==> config.mk <==
export PLATFORM = sky130hd
export DESIGN_NAME = ccff_bitstream_loader
export DESIGN_NICKNAME = d
export VERILOG_FILES = /design/src/rtl/ccff_loader_pkg.sv /design/src/rtl/ccff_crc8.sv /design/src/rtl/ccff_bitstream_loader.sv
export SDC_FILE = /design/constraint.sdc
export NUM_CORES = 1
export LEC_CHECK = 0
export ABC_AREA = 1
export BUFFER_PORTS_ARGS = -buffer_cell sky130_fd_sc_hd__buf_4
export CAP_MARGIN = 15
export CELL_PAD_IN_SITES_DETAIL_PLACEMENT = 0
export CELL_PAD_IN_SITES_GLOBAL_PLACEMENT = 1
export CORE_MARGIN = 8
export CORE_UTILIZATION = 38
export CTS_CLUSTER_DIAMETER = 60
export DETAILED_ROUTE_END_ITERATION = 6
export PLACE_DENSITY = 0.83
export SYNTH_ARGS = -nofsm -noshare
export SYNTH_HDL_FRONTEND = slang
export SYNTH_SLANG_ARGS = --single-unit
==> constraint.sdc <==
create_clock -name prog_clk -period 1.6 [get_ports prog_clk]
set_clock_uncertainty 0.05 [all_clocks]
set_input_delay 0.32 -clock prog_clk [delete_from_list [all_inputs] [get_ports prog_clk]]
set_output_delay 0.32 -clock prog_clk [all_outputs]
set_load 0.01 [all_outputs]
==> src/rtl/ccff_loader_pkg.sv <==
// Shared types and CRC helpers for the CCFF bitstream loader.
// CRC constants are only consumed when CCFF_READBACK_EN is defined.
package ccff_loader_pkg;

  typedef enum logic [2:0] {
    IDLE,
    LOAD,
    SHIFT,
    VERIFY,
    DONE
  } state_t;

  localparam logic [7:0] CRC8_POLY = 8'h07;
  localparam logic [7:0] CRC8_INIT = 8'h00;

  // One serial step of a non-reflected CRC-8, MSB-first register.
  function automatic logic [7:0] crc8_step(input logic [7:0] crc, input logic din);
    logic fb;
    fb = crc[7] ^ din;
    return {crc[6:0], 1'b0} ^ (fb ? CRC8_POLY : 8'h00);
  endfunction

endpackage

==> src/rtl/ccff_crc8.sv <==
// Serial CRC-8, one bit per clock; clr has priority over en.
module ccff_crc8
  import ccff_loader_pkg::*;
(
  input  logic       clk,
  input  logic       srst,
  input  logic       clr,
  input  logic       en,
  input  logic       din,
  output logic [7:0] crc
);

  logic [7:0] crc_reg;
  logic [7:0] crc_next;

  always_comb begin
    crc_next = crc_reg;
    if (clr) begin
      crc_next = CRC8_INIT;
    end else if (en) begin
      crc_next = crc8_step(crc_reg, din);
    end
  end

  always_ff @(posedge clk) begin
    if (srst) begin
      crc_reg <= CRC8_INIT;
    end else begin
      crc_reg <= crc_next;
    end
  end

  assign crc = crc_reg;

endmodule

==> src/rtl/ccff_bitstream_loader.sv <==
// Serialises bitstream words LSB-first into a CCFF configuration chain.
// Define CCFF_READBACK_EN to add a CRC-checked recirculating VERIFY pass.
module ccff_bitstream_loader
  import ccff_loader_pkg::*;
#(
  parameter  int CHAIN_LEN = 64,
  parameter  int WORD_W    = 8,
  localparam int CNT_W     = $clog2(CHAIN_LEN + 1)
) (
  input  logic              prog_clk,
  input  logic              prog_reset,
  input  logic              start,
  input  logic              word_valid,
  input  logic [WORD_W-1:0] word_data,
  output logic              word_ready,
  output logic              ccff_head,
  output logic              ccff_shift_en,
  input  logic              ccff_tail,
  output logic              busy,
  output logic              done,
  output logic [CNT_W-1:0]  bit_count,
  output logic              error
);

  localparam int LEFT_W = $clog2(WORD_W + 1);

  state_t              state_reg;
  logic [WORD_W-1:0]   word_reg;
  logic [CNT_W-1:0]    bit_count_reg;
  logic [LEFT_W-1:0]   left_reg;
  logic                head_reg;
  logic                shift_en_reg;
  logic                ready_reg;
  logic                busy_reg;
  logic                done_reg;

  logic [CNT_W-1:0]    remaining;
  logic [LEFT_W-1:0]   first_left;

  // Bits still owed to the chain decide how much of the next word is used.
  assign remaining = CNT_W'(CHAIN_LEN) - bit_count_reg;

  always_comb begin
    first_left = LEFT_W'(WORD_W - 1);
    if (32'(remaining) < WORD_W) begin
      first_left = LEFT_W'(remaining) - LEFT_W'(1);
    end
  end

`ifdef CCFF_READBACK_EN
  logic [1:0]       crc_en;
  logic [1:0]       crc_din;
  logic [7:0]       crc_val [2];
  logic             crc_clr;
  logic [CNT_W-1:0] vcnt_reg;
  logic             error_reg;

  assign crc_clr    = (state_reg == IDLE) && start;
  assign crc_en[0]  = (state_reg == SHIFT);
  assign crc_din[0] = head_reg;
  assign crc_en[1]  = (state_reg == VERIFY);
  assign crc_din[1] = ccff_tail;

  // Instance 0 digests what was written, instance 1 what came back.
  genvar gi;
  generate
    for (gi = 0; gi < 2; gi++) begin : g_crc
      ccff_crc8 u_crc (
        .clk  (prog_clk),
        .srst (prog_reset),
        .clr  (crc_clr),
        .en   (crc_en[gi]),
        .din  (crc_din[gi]),
        .crc  (crc_val[gi])
      );
    end
  endgenerate

  assign ccff_head = (state_reg == VERIFY) ? ccff_tail : head_reg;
  assign error     = error_reg;
`else
  logic unused_tail;
  assign unused_tail = ccff_tail;
  assign ccff_head   = head_reg;
  assign error       = 1'b0;
`endif

  always_ff @(posedge prog_clk) begin
    if (prog_reset) begin
      state_reg     <= IDLE;
      word_reg      <= '0;
      bit_count_reg <= '0;
      left_reg      <= '0;
      head_reg      <= 1'b0;
      shift_en_reg  <= 1'b0;
      ready_reg     <= 1'b0;
      busy_reg      <= 1'b0;
      done_reg      <= 1'b0;
`ifdef CCFF_READBACK_EN
      vcnt_reg      <= '0;
      error_reg     <= 1'b0;
`endif
    end else begin
      done_reg <= 1'b0;
      case (state_reg)
        IDLE: begin
          if (start) begin
            state_reg     <= LOAD;
            bit_count_reg <= '0;
            busy_reg      <= 1'b1;
            ready_reg     <= 1'b1;
`ifdef CCFF_READBACK_EN
            error_reg     <= 1'b0;
`endif
          end
        end
        LOAD: begin
          if (word_valid) begin
            word_reg      <= word_data >> 1;
            head_reg      <= word_data[0];
            shift_en_reg  <= 1'b1;
            bit_count_reg <= bit_count_reg + CNT_W'(1);
            left_reg      <= first_left;
            ready_reg     <= 1'b0;
            state_reg     <= SHIFT;
          end
        end
        SHIFT: begin
          if (left_reg == '0) begin
            shift_en_reg <= 1'b0;
            if (bit_count_reg == CNT_W'(CHAIN_LEN)) begin
`ifdef CCFF_READBACK_EN
              state_reg    <= VERIFY;
              shift_en_reg <= 1'b1;
              vcnt_reg     <= CNT_W'(CHAIN_LEN - 1);
`else
              state_reg    <= DONE;
              done_reg     <= 1'b1;
              busy_reg     <= 1'b0;
`endif
            end else begin
              state_reg <= LOAD;
              ready_reg <= 1'b1;
            end
          end else begin
            head_reg      <= word_reg[0];
            word_reg      <= word_reg >> 1;
            bit_count_reg <= bit_count_reg + CNT_W'(1);
            left_reg      <= left_reg - LEFT_W'(1);
          end
        end
`ifdef CCFF_READBACK_EN
        VERIFY: begin
          if (vcnt_reg == '0) begin
            // Fold the final tail sample in before comparing.
            error_reg    <= (crc_val[0] != crc8_step(crc_val[1], ccff_tail));
            shift_en_reg <= 1'b0;
            state_reg    <= DONE;
            done_reg     <= 1'b1;
            busy_reg     <= 1'b0;
          end else begin
            vcnt_reg <= vcnt_reg - CNT_W'(1);
          end
        end
`endif
        DONE: begin
          state_reg <= IDLE;
        end
        default: begin
          state_reg <= IDLE;
        end
      endcase
    end
  end

  assign word_ready    = ready_reg;
  assign ccff_shift_en = shift_en_reg;
  assign busy          = busy_reg;
  assign done          = done_reg;
  assign bit_count     = bit_count_reg;

endmodule

==> results of run 1 <==
worst register-to-register path: stages, from the launching register on:
cell and delay, ns:
dfxtp_1 0.32, inv_1 0.11, ha_4 0.16, inv_1 0.06, nor2_2 0.10, nand4_1 0.14
nand2_1 0.18, nand3_1 0.11, nand2_1 0.09, a21oi_2 0.05
power groups by stage:
stage                     Clock (uW)  Combinational, uW  Sequential, uW
after global placement             0                543             760
after floorplan                    0                375             771
after global routing             586                648             757
after CTS                        565                550             747
final                            544                571             747
after detailed placement           0                548             761
final timing paths:
kind,slack [ns],end,cells after the start
hold / removal,0.23,left_reg[1],2
hold reg to reg,0.41,busy,2
setup reg to reg,0.13,left_reg[1],9
setup / recovery,0.13,left_reg[1],9
cell families after synthesis:
logic type      after synthesis  synth area share [%]
simple gates                112                  34.7
compound gates               41                  15.9
buf+inv                      35                  10.2
flops                        26                  35.8
fa+ha+maj                     3                  2.58
xor+xnor                      1                 0.602
other cells                   1                 0.258
metrics by stage:
stage	power (uW)	cells
2_1_floorplan	1150	219
3_3_place_gp	1300	292
3_5_place_dp	1310	292
4_1_cts	1860	296
5_1_grt	1990	296
6_report	1860	296
cell usage in the layout, fill, tap and decap left out, drive strengths merged:
master | synthesis | final
nand2 | 62 | 62
buf | 6 | 33
inv | 27 | 27
dfxtp | 26 | 26
nor2 | 26 | 26
a21oi | 19 | 19
nand3 | 14 | 14
o21ai | 14 | 14
a31oi | 7 | 7
nand4 | 4 | 4
nor3 | 4 | 4
clkbuf | 2 | 3
ha | 3 | 3
nor4 | 2 | 2
a211oi | 1 | 1
xnor2 | 1 | 1
conb | 1 | 1
bufinv | 0 | 1
routing by layer:
metal  wire (microns)  share of wire, %  vias up  track usage (%)
met5                0                 0        -                0
met3              133               4.0        0             3.57
met4                0                 0        0             1.13
met1             1610                48      657             14.1
met2             1590                48       21             19.5
li1                 -                 -      771                -
layout make-up:
cell class	count	share of cell area, %
repair buffers	33	13.6
clock inverters	1	1.65
well taps	48	3.30
inverters	27	5.70
clock buffers	3	2.27
flip-flops and latches	26	28.7
multi-input cells	158	44.8
what timing repair did:
| item | in CTS | in global routing |
|---|---|---|
| setup endpoints to repair | 0 | 23 |
| hold buffers | 0 | 0 |
| resized for setup | 0 | 10 |
==> flow_results.xml, run 1 <==
<?xml version="1.0" encoding="UTF-8"?>
<metrics>
  <group name="logic_synthesis">
    <metric name="synthesized_cell_area" unit="sq um">1460</metric>
    <metric name="netlist.area_leader.share" unit="%">35.8</metric>
    <metric name="ys.warnings.count" unit="">0</metric>
    <metric name="async_reset_ff_share" unit="%">0</metric>
    <metric name="yosysUniqueCellTypes" unit="">28</metric>
    <metric name="netlist_top_cells_area" unit="">dfxtp_1, nand2_1, nor2_1</metric>
    <metric name="yosys_most_used_dff" unit="">dfxtp_1</metric>
    <metric name="syn_nets" unit="">235</metric>
    <metric name="post_synth_edffs" unit="">0</metric>
    <metric name="synthCells" unit="">219</metric>
    <metric name="ys_ff_latch" unit="">26</metric>
    <metric name="synth.most_common_cell" unit="">nand2_1</metric>
    <metric name="postSynthAreaPerCell" unit="sq um">6.64</metric>
    <metric name="yosys.area.top_type" unit="">dfxtp_1</metric>
    <metric name="synth_sequential_area_ratio" unit="%">35.8</metric>
    <metric name="post_synth_most_frequent_cells" unit="">nand2_1, dfxtp_1, nor2_1</metric>
  </group>
  <group name="critical_path">
    <metric name="crit_chain" unit="">inv_1 &gt; ha_4 &gt; inv_1 &gt; nor2_2 &gt; nand4_1 &gt; nand2_1 &gt; nand3_1 &gt; nand2_1 &gt; a21oi_2</metric>
    <metric name="cp_endpoint_kind" unit="">register</metric>
    <metric name="worstReg2RegStart" unit="">bit_count[1]</metric>
    <metric name="worst_setup_path_start_kind" unit="">register</metric>
    <metric name="critical_path_required" unit="ns">1.72</metric>
    <metric name="worst_path_largest_cell_delay" unit="ns">0.32</metric>
    <metric name="cp_slowest_cell" unit="">dfxtp_1</metric>
    <metric name="critical_path_buf_inv_count" unit="">2</metric>
    <metric name="cp_data_arrival_time" unit="ns">1.59</metric>
    <metric name="setup.worst_path.start" unit="">bit_count[1]</metric>
    <metric name="worstPathMaxFanout" unit="">4</metric>
    <metric name="cpLargestDelayFamily" unit="">simple AND/OR/NAND/NOR gates</metric>
    <metric name="worstSetupPathType" unit="">register to register</metric>
  </group>
  <group name="finish">
    <metric name="final_net_count" unit="">265</metric>
    <metric name="final_design_area_no_fill" unit="sq um">1820</metric>
    <metric name="multiInputGateArea" unit="sq um">816</metric>
    <metric name="finalCoreUtilization" unit="%">49.8</metric>
    <metric name="antenna_cells" unit="">0</metric>
    <metric name="n_fill_cell" unit="">405</metric>
    <metric name="areaGrowthSynthToFinish" unit="%">25.2</metric>
    <metric name="share_of_post_route_cells_with_drive_strength_above_1" unit="%">25.0</metric>
    <metric name="seqCellArea" unit="sq um">523</metric>
  </group>
  <group name="global_route">
    <metric name="globalRouteOverflowTotal" unit="">0</metric>
    <metric name="first_global_vias" unit="">1353</metric>
    <metric name="first_pass_grt_wire_length" unit="microns">5960</metric>
    <metric name="grt_start_max_net_pins" unit="">17</metric>
    <metric name="grtUsageTotal" unit="%">11.4</metric>
    <metric name="antenna_violations_before_repair" unit="">0</metric>
  </group>
  <group name="detailed_routing">
    <metric name="first_pass_iters" unit="">4</metric>
    <metric name="count_of_unresolved_drc_violations_after_routing" unit="">0</metric>
    <metric name="route.detailed.wl_per_inst" unit="microns">11.3</metric>
    <metric name="vias_per_cell" unit="">4.90</metric>
    <metric name="number_of_vias_after_detailed_routing" unit="">1449</metric>
    <metric name="ant_nets" unit="">0</metric>
    <metric name="drt_first_iter_violations" unit="">86</metric>
    <metric name="route.final.wire_length" unit="microns">3340</metric>
  </group>
  <group name="timing">
    <metric name="setup_tns" unit="ns">0</metric>
    <metric name="finalMaxSlewViolations" unit="">0</metric>
    <metric name="final.setup.worst_slack" unit="ns">0.131</metric>
    <metric name="layout_worst_path_cycle_share" unit="%">91.8</metric>
    <metric name="hold_violations" unit="">0</metric>
    <metric name="hold_slack" unit="ns">0.232</metric>
    <metric name="finalCriticalPeriod" unit="ns">1.47</metric>
    <metric name="max_freq" unit="MHz">681</metric>
    <metric name="grt_setup_unrepaired" unit="">yes</metric>
    <metric name="final-setup-viol-count" unit="">0</metric>
  </group>
  <group name="die">
    <metric name="ios" unit="">26</metric>
    <metric name="die_w" unit="microns">77.9</metric>
    <metric name="row_count" unit="">22</metric>
    <metric name="initial_core_util" unit="%">39.7</metric>
    <metric name="dieArea" unit="sq um">6070</metric>
    <metric name="floorplan.core_area" unit="sq um">3660</metric>
    <metric name="dieHeight" unit="microns">77.9</metric>
  </group>
  <group name="power">
    <metric name="power.density" unit="nW/um^2">1020</metric>
    <metric name="power_switching" unit="uW">585</metric>
    <metric name="clockPowerShare" unit="%">29.2</metric>
    <metric name="irDropWorstVdd" unit="uV">648</metric>
    <metric name="p_leak" unit="uW">0.000848</metric>
    <metric name="share_seq_of_total_power" unit="%">40.1</metric>
    <metric name="sw_ratio" unit="%">31.4</metric>
    <metric name="cell_internal_pwr" unit="uW">1280</metric>
    <metric name="power.share.combinational" unit="%">30.7</metric>
  </group>
  <group name="placed_design">
    <metric name="preCtsSetupSlack" unit="ns">0.0434</metric>
    <metric name="postPlaceCellArea" unit="sq um">1720</metric>
    <metric name="dpl.hpwl" unit="microns">2600</metric>
    <metric name="globalplace.congestion" unit="">0.794</metric>
    <metric name="count_of_buffers_inserted_at_the_top_level_ports" unit="">23</metric>
  </group>
  <group name="clocking">
    <metric name="post_cts_buffers" unit="">0</metric>
    <metric name="cts-buffers-inserted" unit="">3</metric>
    <metric name="clk_latency" unit="ns">0.27</metric>
    <metric name="htree_levels" unit="">1</metric>
    <metric name="longest_clk_path_bufs" unit="">2</metric>
    <metric name="clock-root-buffer" unit="">clkbuf_8</metric>
    <metric name="cts_sinks" unit="">26</metric>
    <metric name="cts.clk_slew.worst_paths" unit="ns">0.09</metric>
    <metric name="tritoncts" unit="">done</metric>
  </group>
  <group name="worst_hold_path">
    <metric name="hp-class" unit="">primary input to register</metric>
    <metric name="worstHoldStart" unit="">prog_reset</metric>
  </group>
  <group name="run_status">
    <metric name="outcome" unit="">complete, no violations</metric>
  </group>
  <group name="run">
    <metric name="max-cap-violations" unit="">0</metric>
  </group>
</metrics>
Power figures use the tool's default switching activity.
==> run 2, diff against run 1 <==
--- a/config.mk
+++ b/config.mk
@@ -14,6 +14,7 @@
 export CORE_UTILIZATION = 38
 export CTS_CLUSTER_DIAMETER = 60
 export DETAILED_ROUTE_END_ITERATION = 6
+export GPL_TIMING_DRIVEN = 0
 export PLACE_DENSITY = 0.83
 export SYNTH_ARGS = -nofsm -noshare
 export SYNTH_HDL_FRONTEND = slang
==> run 2 against run 1 <==
Effect of this change:
- sequential power increased by 2%
- via count about the same
- total power rose by 1.6%
- register-to-register slack lost 0.07 ns
- global-route usage is 0.087 points higher
- die area did not move
- clock power up 2%
- non-clock buffer count up 2
- wire length grew 3.3%
- critical endpoint unchanged
==> flow_results.xml, run 2 (synthesized netlist as in run 1, its figures left out) <==
<?xml version="1.0" encoding="UTF-8"?>
<metrics>
  <group name="power">
    <metric name="share_seq_of_total_power" unit="%">40.3</metric>
    <metric name="power_switching" unit="uW">610</metric>
    <metric name="sw_ratio" unit="%">32.3</metric>
    <metric name="irDropWorstVdd" unit="uV">568</metric>
    <metric name="power.density" unit="nW/um^2">1020</metric>
    <metric name="power.share.combinational" unit="%">30.5</metric>
    <metric name="clockPowerShare" unit="%">29.2</metric>
    <metric name="p_leak" unit="uW">0.000853</metric>
    <metric name="cell_internal_pwr" unit="uW">1280</metric>
  </group>
  <group name="detailed_routing">
    <metric name="ant_nets" unit="">0</metric>
    <metric name="vias_per_cell" unit="">4.87</metric>
    <metric name="drt_first_iter_violations" unit="">51</metric>
    <metric name="number_of_vias_after_detailed_routing" unit="">1450</metric>
    <metric name="count_of_unresolved_drc_violations_after_routing" unit="">0</metric>
    <metric name="first_pass_iters" unit="">4</metric>
    <metric name="route.final.wire_length" unit="microns">3450</metric>
    <metric name="route.detailed.wl_per_inst" unit="microns">11.6</metric>
  </group>
  <group name="timing">
    <metric name="final.setup.worst_slack" unit="ns">0.0649</metric>
    <metric name="finalMaxSlewViolations" unit="">0</metric>
    <metric name="final-setup-viol-count" unit="">0</metric>
    <metric name="grt_setup_unrepaired" unit="">yes</metric>
    <metric name="timing.slew.headroom" unit="%">65.0</metric>
    <metric name="worst_slew_pin_slew" unit="ns">0.525</metric>
    <metric name="finalCriticalPeriod" unit="ns">1.54</metric>
    <metric name="max_freq" unit="MHz">651</metric>
    <metric name="hold_violations" unit="">0</metric>
    <metric name="layout_worst_path_cycle_share" unit="%">95.9</metric>
    <metric name="setup_tns" unit="ns">0</metric>
  </group>
  <group name="die">
    <metric name="initial_core_util" unit="%">39.7</metric>
    <metric name="row_count" unit="">22</metric>
    <metric name="dieArea" unit="sq um">6070</metric>
    <metric name="die_w" unit="microns">77.9</metric>
    <metric name="ios" unit="">26</metric>
    <metric name="floorplan.core_area" unit="sq um">3660</metric>
    <metric name="dieHeight" unit="microns">77.9</metric>
  </group>
  <group name="placed_design">
    <metric name="preCtsSetupSlack" unit="ns">-0.119</metric>
    <metric name="postPlaceCellArea" unit="sq um">1690</metric>
    <metric name="dpl.hpwl" unit="microns">2580</metric>
    <metric name="globalplace.congestion" unit="">0.793</metric>
    <metric name="count_of_buffers_inserted_at_the_top_level_ports" unit="">23</metric>
  </group>
  <group name="clocking">
    <metric name="longest_clk_path_bufs" unit="">2</metric>
    <metric name="cts-buffers-inserted" unit="">3</metric>
    <metric name="cts.clk_slew.worst_paths" unit="ns">0.09</metric>
    <metric name="cts_sinks" unit="">26</metric>
    <metric name="clock-root-buffer" unit="">clkbuf_8</metric>
    <metric name="clk_latency" unit="ns">0.27</metric>
    <metric name="tritoncts" unit="">done</metric>
    <metric name="htree_levels" unit="">1</metric>
  </group>
  <group name="finish">
    <metric name="final_net_count" unit="">267</metric>
    <metric name="areaGrowthSynthToFinish" unit="%">27.3</metric>
    <metric name="antenna_cells" unit="">0</metric>
    <metric name="final_design_area_no_fill" unit="sq um">1850</metric>
    <metric name="highest_count_cells_in_the_layout_ignoring_fill_and_taps" unit="">nand2_1, buf_4, nor2_1, dfxtp_1, inv_1</metric>
    <metric name="share_of_post_route_cells_with_drive_strength_above_1" unit="%">28.8</metric>
    <metric name="final_common_cell" unit="">nand2_1</metric>
  </group>
  <group name="global_route">
    <metric name="grtUsageTotal" unit="%">11.5</metric>
    <metric name="globalRouteOverflowTotal" unit="">0</metric>
    <metric name="antenna_violations_before_repair" unit="">0</metric>
    <metric name="groute.layer.met1.usage" unit="%">13.9</metric>
    <metric name="first_global_vias" unit="">1352</metric>
    <metric name="globalRoute.busiestLayer" unit="">met2</metric>
    <metric name="grt_start_max_net_pins" unit="">16</metric>
    <metric name="met3_usage" unit="%">3.80</metric>
    <metric name="grt_use_met2" unit="%">19.5</metric>
    <metric name="first_pass_grt_wire_length" unit="microns">5960</metric>
  </group>
  <group name="worst_hold_path">
    <metric name="hp-class" unit="">primary input to register</metric>
  </group>
  <group name="run_status">
    <metric name="outcome" unit="">complete, no violations</metric>
  </group>
  <group name="critical_path">
    <metric name="worstPathMaxFanout" unit="">6</metric>
    <metric name="cp_endpoint_kind" unit="">register</metric>
    <metric name="worstSetupPathType" unit="">register to register</metric>
    <metric name="worst_setup_path_start_kind" unit="">register</metric>
    <metric name="critical_path_required" unit="ns">1.70</metric>
    <metric name="cp_data_arrival_time" unit="ns">1.63</metric>
  </group>
  <group name="run">
    <metric name="max-cap-violations" unit="">0</metric>
  </group>
</metrics>
run 2: cell types whose count changed in the layout (fill, tap and decap cells not counted), sizes merged:
| cell | change |
|---|---|
| clkbuf | +2 |
run 2: area by class of cell:
| cell class | count | area [sq um] |
|---|---|---|
| fillers | 395 | 1810 |
| multi-input cells | 158 | 830 |
| flip-flops and latches | 26 | 532 |
| repair buffers | 27 | 203 |
| inverters | 27 | 111 |
| well taps | 48 | 60.1 |
| plain buffers | 8 | 46.3 |
| clock buffers | 3 | 41.3 |
| clock inverters | 1 | 30.0 |
run 2: per-stage QoR:
stage | total power [uW] | util [%] | instances | hold WS (ns)
floorplan | 1150 | - | 219 | 0.393
global placement | 1290 | 46.1 | 290 | 0.397
detailed placement | 1290 | 46.1 | 290 | 0.406
CTS | 1860 | 48.8 | 295 | 0.255
finish | 1890 | 50.6 | 298 | 0.259
global route | 2020 | 50.6 | 298 | 0.269
run 2: worst max-delay path, cell delays in order, from the launching register on:
cell     delay [ns]
dfxtp_1        0.46
inv_1          0.16
nand2_1        0.11
nand2_1        0.05
nand2_1        0.06
nand3_1        0.08
nor2_2         0.18
nand3_1        0.12
nand2_1        0.09
a21oi_2        0.05
run 2: final timing paths:
check	start	end	slack [ns]	cells after the start
worst max-delay path	bit_count[3]	left_reg[1]	0.06	9
worst min-delay path	word_data[0]	ccff_head	0.26	3
worst max register to register	bit_count[3]	left_reg[1]	0.06	9
worst min register to register	busy	busy	0.42	2
run 2: timing repair:
action / in CTS / in global routing
setup buffers: 1 / 3
resized for setup: 7 / 19
hold endpoints to repair: 0 / 0
hold buffers: 0 / 0
setup endpoints to repair: 11 / 17
pin swaps: 1 / 4
run 2: routing by layer:
metal	wire [microns]	share of wire, %
met1	1640	48
met3	172	5.0
met5	0	0
met2	1600	47
met4	25	0.73
run 2: power by group through the flow:
| stage | registers [uW] | logic (uW) | clock network, uW |
|---|---|---|---|
| after floorplan | 771 | 375 | 0 |
| final | 762 | 577 | 553 |
| after CTS | 757 | 537 | 571 |
| after global placement | 770 | 516 | 0 |
| after global routing | 772 | 657 | 593 |
| after detailed placement | 769 | 518 | 0 |
